==> config.mk <==
export PLATFORM = sky130hd
export DESIGN_NAME = imem_loader
export DESIGN_NICKNAME = d
export VERILOG_FILES = /design/src/rtl/imem_loader_pkg.sv /design/src/rtl/imem_loader_byte_packer.sv /design/src/rtl/imem_loader.sv
export SDC_FILE = /design/constraint.sdc
export NUM_CORES = 1
export LEC_CHECK = 0
export CAP_MARGIN = 40
export CORE_MARGIN = 2
export CORE_UTILIZATION = 26
export CTS_CLUSTER_DIAMETER = 120
export DETAILED_ROUTE_END_ITERATION = 12
export PLACE_DENSITY = 0.5
export REMOVE_ABC_BUFFERS = 1
export SLEW_MARGIN = 10
export SYNTH_ARGS = -nofsm -noshare
export SYNTH_HDL_FRONTEND = slang
export SYNTH_SLANG_ARGS = --single-unit
==> constraint.sdc <==
create_clock -name clk -period 2.71 [get_ports clk]
set_clock_uncertainty 0.2 [all_clocks]
set_input_delay 0.542 -clock clk [delete_from_list [all_inputs] [get_ports clk]]
set_output_delay 0.542 -clock clk [all_outputs]
set_load 0.02 [all_outputs]
==> src/rtl/imem_loader_pkg.sv <==
// Shared types and frame constants for the byte-stream instruction-memory loader.
package imem_loader_pkg;

  typedef enum logic [2:0] {
    S_IDLE,
    S_LEN_LO,
    S_LEN_HI,
    S_DATA,
    S_CKSUM,
    S_DONE,
    S_ERROR
  } state_e;

  localparam int HDR_BYTES      = 2;
  localparam int BYTES_PER_WORD = 4;
  localparam int CKSUM_W        = 8;

  localparam int LEN_W  = HDR_BYTES * 8;
  localparam int WORD_W = BYTES_PER_WORD * 8;
  localparam int IDX_W  = $clog2(BYTES_PER_WORD);

endpackage

==> src/rtl/imem_loader_byte_packer.sv <==
// Packs accepted bytes LSB-first into a word and flags each completed word for one cycle.
module imem_loader_byte_packer
  import imem_loader_pkg::*;
(
  input  logic              clk,
  input  logic              reset,
  input  logic              clear,
  input  logic              byte_valid,
  input  logic [7:0]        byte_data,
  output logic [IDX_W-1:0]  byte_idx,
  output logic              word_valid,
  output logic [WORD_W-1:0] word_data
);

  logic [WORD_W-1:0] shift_q, shift_d;
  logic [IDX_W-1:0]  idx_q, idx_d;
  logic              word_valid_q, word_valid_d;

  always_comb begin
    shift_d      = shift_q;
    idx_d        = idx_q;
    word_valid_d = 1'b0;
    if (clear) begin
      shift_d = '0;
      idx_d   = '0;
    end else if (byte_valid) begin
      // Newest byte enters at the top so the first byte ends up in bits [7:0].
      shift_d      = {byte_data, shift_q[WORD_W-1:8]};
      idx_d        = idx_q + 1'b1;
      word_valid_d = (idx_q == IDX_W'(BYTES_PER_WORD - 1));
    end
  end

  always_ff @(posedge clk or negedge reset) begin
    if (!reset) begin
      shift_q      <= '0;
      idx_q        <= '0;
      word_valid_q <= 1'b0;
    end else begin
      shift_q      <= shift_d;
      idx_q        <= idx_d;
      word_valid_q <= word_valid_d;
    end
  end

  assign byte_idx   = idx_q;
  assign word_valid = word_valid_q;
  assign word_data  = shift_q;

endmodule

==> src/rtl/imem_loader.sv <==
// Receives a framed program image, writes it to instruction memory and holds the CPU
// in reset until the whole image has arrived with a matching checksum.
module imem_loader
  import imem_loader_pkg::*;
#(
  parameter int ADDR_W = 10,
  parameter int DATA_W = 32
) (
  input  logic              clk,
  input  logic              reset,
  input  logic              start,
  input  logic              rx_valid,
  input  logic [7:0]        rx_data,
  output logic              rx_ready,
  output logic              mem_we,
  output logic [ADDR_W-1:0] mem_addr,
  output logic [DATA_W-1:0] mem_wdata,
  output logic              cpu_reset,
  output logic              busy,
  output logic              done,
  output logic              error
);

  localparam logic [31:0] MAX_WORDS = 32'(2 ** ADDR_W);

  state_e             state_q, state_d;
  logic [LEN_W-1:0]   len_q, len_d;
  logic [CKSUM_W-1:0] sum_q, sum_d;
  logic [ADDR_W-1:0]  widx_q, widx_d;

  logic              accept;
  logic              start_ok;
  logic              last_word;
  logic [LEN_W-1:0]  hdr_len;
  logic [IDX_W-1:0]  byte_idx;
  logic              word_valid;
  logic [WORD_W-1:0] word_data;

  assign busy      = (state_q == S_LEN_LO) || (state_q == S_LEN_HI) ||
                     (state_q == S_DATA)   || (state_q == S_CKSUM);
  assign rx_ready  = busy;
  assign done      = (state_q == S_DONE);
  assign error     = (state_q == S_ERROR);
  assign cpu_reset = !done;

  assign accept    = rx_valid && rx_ready;
  assign start_ok  = start && !busy;
  assign hdr_len   = {rx_data, len_q[7:0]};
  // widx_q already holds the index of the word being completed: the previous word's
  // write retires at least three cycles before this word's last byte can arrive.
  assign last_word = (32'(widx_q) == 32'(len_q) - 32'd1);

  imem_loader_byte_packer u_packer (
    .clk        (clk),
    .reset      (reset),
    .clear      (start_ok),
    .byte_valid (accept && (state_q == S_DATA)),
    .byte_data  (rx_data),
    .byte_idx   (byte_idx),
    .word_valid (word_valid),
    .word_data  (word_data)
  );

  assign mem_we    = word_valid;
  assign mem_addr  = widx_q;
  assign mem_wdata = DATA_W'(word_data);

  always_comb begin
    state_d = state_q;
    len_d   = len_q;
    sum_d   = sum_q;
    widx_d  = widx_q;
    if (word_valid) begin
      widx_d = widx_q + 1'b1;
    end
    case (state_q)
      S_IDLE, S_DONE, S_ERROR: begin
        if (start) begin
          state_d = S_LEN_LO;
          sum_d   = '0;
          widx_d  = '0;
        end
      end
      S_LEN_LO: begin
        if (accept) begin
          len_d[7:0] = rx_data;
          state_d    = S_LEN_HI;
        end
      end
      S_LEN_HI: begin
        if (accept) begin
          len_d = hdr_len;
          if ((hdr_len == '0) || (32'(hdr_len) > MAX_WORDS)) begin
            state_d = S_ERROR;
          end else begin
            state_d = S_DATA;
          end
        end
      end
      S_DATA: begin
        if (accept) begin
          sum_d = sum_q + rx_data;
          if ((byte_idx == IDX_W'(BYTES_PER_WORD - 1)) && last_word) begin
            state_d = S_CKSUM;
          end
        end
      end
      S_CKSUM: begin
        if (accept) begin
          state_d = (rx_data == sum_q) ? S_DONE : S_ERROR;
        end
      end
      default: state_d = S_IDLE;
    endcase
  end

  always_ff @(posedge clk or negedge reset) begin
    if (!reset) begin
      state_q <= S_IDLE;
      len_q   <= '0;
      sum_q   <= '0;
      widx_q  <= '0;
    end else begin
      state_q <= state_d;
      len_q   <= len_d;
      sum_q   <= sum_d;
      widx_q  <= widx_d;
    end
  end

endmodule

### Word level (Yosys, flattened, before mapping)

Index checks and enable logic that the tools add are counted.
W data, S select, Z words.

* flip-flop bits (word level): 72
* output and inout bits: 48
* logic and storage cells: 71

* reductions and logical operators: 19
* $lt $le $gt $ge: 1
* equal/unequal tests: 15
* muxes and demuxes: 23
* $add $sub $neg: 4
* bitwise operators: 1

Operators by type and width (count)
* $mux W32: 2
* $eq A10 B32 Y1: 1
* $pmux W8 S2: 2
* $mux W10: 3
* $mux W8: 3
* $mux W3: 7
* $sub A16 B1 Y17 const B: 1
* $gt A16 B11 Y1 const B: 1
* $logic_not A16 Y1: 1
* $pmux W3 S5: 1
* $add A10 B1 Y10 const B: 1
* $ne A2 B2 Y1 const B: 5
* $eq A3 B3 Y1 const B: 3
* $add A8 B8 Y8: 1
* $eq A8 B8 Y1: 1
* $eq A3 B2 Y1 const B: 2
* $mux W2: 3
* $reduce_and A3 Y1: 2
* $reduce_and A6 Y1: 1
* $logic_and A1 B1 Y1: 4
* $logic_or A1 B1 Y1: 4
* $reduce_bool A2 Y1: 2
* $eq A3 B1 Y1 const B: 1
* $logic_not A3 Y1: 1
* other kinds (8): 10

### Depth between registers and ports, before layout

* word-level depth: 8
* gate-level depth with buffers: 8
* depth with buffers taken out: 8

### Modules after synthesis

A second synthesis with hierarchy kept.

* cells, all modules: 373
* area total of the unflattened synthesis: 3880.0 um2

Modules (own cells, without submodules)
* imem_loader: cells each 259, times used 1, area an instance 2423.6 um2
* imem_loader_byte_packer: cells each 114, times used 1, area an instance 1456.4 um2

### Worst setup path before layout

Ideal clock, no wire load.

* path type: register to register
* from: register len_q[0]
* to: register state_q[0]
* data required time: 2.390 ns
* arrival: 2.135 ns
* path buffers: 0
* setup time: 0.120 ns
* slack: 0.255 ns
* cell stages (with the launch flop): 9
* cell sequence: dfrtp_1 -> inv_1 -> ha_1 -> nor3b_4 -> mux2i_1 -> o21bai_2 -> a2111oi_2 -> o2111ai_1 -> a31o_1

* cells in the longest elaborated chain, start to end: 5
* elaborated cells on any way between the ends: 11
* classes of those cells: 1 x add/sub; 1 x order compare; 2 x eq/ne; 3 x mux; 4 x reduce/logical

Ends and longest elaborated chain
* start: declaration: RTL line imem_loader.sv:27 `logic [LEN_W-1:0] len_q, len_d;`
* start signal: assignment: RTL line imem_loader.sv:125 `len_q <= len_d;`
* $sub A16 B1 Y17 (tied with other cells): RTL line imem_loader.sv:51 `assign last_word = (32'(widx_q) == 32'(len_q) - 32'd1);`
* $eq A10 B32 Y1 / $logic_or A1 B1 Y1 (equally long branches): RTL line imem_loader.sv:51, imem_loader.sv:93
* $logic_and A1 B1 Y1 / $mux W3 (equally long branches): RTL line imem_loader.sv:103, imem_loader.sv:93
* $ne A2 B1 Y1 (no line) / $mux W3 (equally long branches)
* $reduce_and A6 Y1 (no line) / $pmux W3 S5 (equally long branches)
* end signal: assignment: RTL line imem_loader.sv:124 `state_q <= state_d;`
* end: declaration: RTL line imem_loader.sv:26 `state_e state_q, state_d;`

Several ways; a longest one is shown, not always the timed one. The select of a mux whose other input is x is not followed.
A chain may end at the register's enable or synchronous reset.

### Final worst setup path

* from: register len_q[1]
* to: register state_q[0]

Same word-level chain as after synthesis.

==> reports/metrics.csv <==
stage,metric,value,unit
power,clock share of power,0.233,
timing,Slew @ Worst Pin,0.620,ns
power,Flop pwr share,0.341,
logic_synthesis,Synth cell types,54,
logic_synthesis,"Warnings, synthesis",0,
logic_synthesis,synthesized area per cell,9.32,µm²
logic_synthesis,Yosys top cell area share,0.461,
global_route,largest net degree at the start of global routing,36,
timing,count of pins over their slew limit,0,
global_route,"Remaining Overflow, GRT",0,
route,via count,3317,
route,drt wl/cell,15.4,µm
die,row cnt,44,
setup_path,Slowest cell on crit path,a2111oi_2,
power,Logic pwr share,0.426,
timing,endpoints failing hold,0,
place,GP Congestion,0.858,
die,Die X,127,µm
place,Placed Instance Area,4950,µm²
global_route,first-pass GRT wire length,17.5,mm
logic_synthesis,Synth area leaders,"dfrtp_1, nand2_1, a21oi_1",
layout,Area Overhead vs Synth,35.0,%
setup_path,CP max FO,7,
setup_path,crit-path max cell delay,0.47,ns
timing,setup TNS,0,ns
clock_tree,Max Root-Sink Buffers,2,
outcome,outcome,"finished, final reports clean",
die,initial core utilization,0.268,
flow_run,Max Cap Viol,0,
logic_synthesis,"FF+latch count, synth",72,
setup_path,slack of the worst reg-to-reg path,0.08,ns
timing,final setup fails,0,
power,Psw,2.05,mW
min_path,worst hold path class,register to register,
layout,FILL cells,1460,
layout,"most common cell after layout, fill and taps aside",nand2_1,
logic_synthesis,cell taking the most area after synthesis,dfrtp_1,
place,IO Port Bufs,59,
clock_tree,"CTS clk-pin slew, worst paths",0.06,ns
logic_synthesis,Post-synth EDFFs,0,
global_route,initial antenna violation count,0,
power,PnR Total Power,5.28,mW
clock_tree,Post-CTS Setup Bufs,0,
place,HPWL Detailed,7.85,mm
route,Routed Wire Length,10.8,mm
timing,Hold Worst Slack,0.288,ns
setup_path,"Worst Path Class, Setup",register to register,
timing,Slew HR,0.586,
timing,final setup margin,0.0848,ns
logic_synthesis,sequential fraction of the synthesis area,0.461,
clock_tree,clk sinks,72,
route,Vias/cell,4.76,
clock_tree,Clock Tree Root,clkbuf_16,
die,chip height,127,µm
route,Antenna Nets Post-Route,0,
setup_path,crit path DAT,2.65,ns
place,Setup WS pre-CTS,-0.137,ns
logic_synthesis,Async SR Flop Fraction,1.00,
layout,design area,5270,µm²
timing,Tcrit/Tclk final,0.969,
setup_path,Critical Path RT,2.73,ns
logic_synthesis,Post-Syn Area,3910,µm²
logic_synthesis,Post-synth top flop,dfrtp_1,
logic_synthesis,Synth Instances,419,
global_route,Total GRT Usage,0.138,
layout,NumNets Final,532,
layout,Final Non-Filler Cells,697,
power,PD cells,1000,nW/µm²
timing,min cycle time layout,2.63,ns
power,sw frac,0.389,
clock_tree,CTS tree,done,
die,die area,16000,µm²
global_route,vias in the first global route,3296,
layout,# diodes,0,
clock_tree,cts bufs inserted,9,
clock_tree,Skew-Pair Late Insertion Delay,0.33,ns
power,Internal Power,3.22,mW
setup_path,Critical Path Sink Type,register,
route,drt initial violations,194,
timing,fmax,381,MHz
route,drt pass-1 iters,4,
power,Leak Pwr,2.23,nW
timing,RSZ-0062 raised after global routing,yes,
layout,most frequent cells in the layout,"nand2_1, dfrtp_1, clkdlybuf4s50_1, a21oi_1, buf_4",
power,Max VDD drop,390,µV
layout,share of cells above drive strength 1,0.160,
die,core outline area,14600,µm²
place,placed cells,680,
layout,"Core Util, Final",0.361,
setup_path,CP Cell Sequence,inv_1 -> ha_1 -> nor3b_4 -> buf_4 -> a21boi_0 -> o21bai_2 -> a2111oi_2 -> o2111ai_2 -> a31o_1,
die,io pins,60,
route,# DRC,0,
setup_path,Critical Path Source Type,register,
clock_tree,H-tree lvl count,3,
power groups by stage:
| stage | combinational, mW | sequential, mW | clock (mW) |
|---|---|---|---|
| finish | 2.25 | 1.80 | 1.23 |
| global route | 2.46 | 1.87 | 1.31 |
| CTS | 2.26 | 1.81 | 1.26 |
| detailed placement | 2.26 | 1.83 | 0 |
| global placement | 2.24 | 1.81 | 0 |
| floorplan | 1.16 | 1.93 | 0 |
worst paths after layout:
kind,cells after the start,endpoint,from
worst min register to register,2,sum_q[3],sum_q[3]
max in group asynchronous,3,mem_addr[5],reset
worst max-delay path,9,state_q[0],len_q[1]
worst min-delay path,2,sum_q[3],sum_q[3]
worst max register to register,9,state_q[0],len_q[1]
min in group asynchronous,2,sum_q[3],reset
flip-flops by register name (all words and copies together), names as in the netlist:
register,flops
len_q,16
sum_q,8
u_packer.byte_idx,2
mem_addr,10
state_q,3
u_packer.word_valid,1
u_packer.word_data,32
cell usage after synthesis (all sizes together) (3+ instances only):
library cell / count
nand2: 87
a31oi: 4
inv: 12
nor2b: 4
nand3: 9
clkbuf: 14
o22ai: 3
and3: 3
nand2b: 4
mux2: 13
a32oi: 3
o21bai: 4
a21o: 5
o21ai: 16
nand4: 7
o31ai: 3
ha: 11
buf: 6
nor4: 7
nor3: 8
xnor2: 16
xor2: 14
mux2i: 3
dfrtp: 72
nor2: 25
a21oi: 41
worst max-delay path: cells and delay by family, from the launching register on:
family,cells,cell delay [ns]
AO/OA/AOI/OAI,5,1.26
flip-flops,1,0.40
buffers and inverters,2,0.28
adder cells (fa/ha/maj),1,0.20
AND/OR/NAND/NOR,1,0.17
layer usage:
layer	vias to the layer above	track usage	part of all wire
met5	-	0	0
met4	0	0.0627	0.017
met3	12	0.0207	0.035
met2	59	0.220	0.47
met1	1604	0.185	0.47
li1	1642	-	-
cell families (layout without fill, tap and decap cells):
group | Yosys count | count (layout) | synth area share
multiplexers | 16 | 16 | 0.0452
AND/OR/NAND/NOR | 162 | 162 | 0.200
flip-flops | 72 | 72 | 0.461
adder cells (fa/ha/maj) | 12 | 12 | 0.0404
AO/OA/AOI/OAI | 95 | 95 | 0.151
buffers and inverters | 32 | 126 | 0.0346
XOR/XNOR | 30 | 30 | 0.0673
final cells by class:
class / instances / area [µm²] / share of cell area
sequential: 72 / 1800 / 0.342
inverter: 12 / 45.0 / 0.00854
clock inverter: 4 / 51.3 / 0.00973
tap: 184 / 230 / 0.0437
multi-input combinational: 315 / 1980 / 0.376
clock buffer: 12 / 256 / 0.0486
timing repair buffer: 98 / 906 / 0.172
what timing repair did:
action                     CTS  global route
setup endpoints to repair    4             5
hold buffers                 1             0
resized for setup            3             2
hold endpoints to repair    28             0
Power figures use the tool's default switching activity.
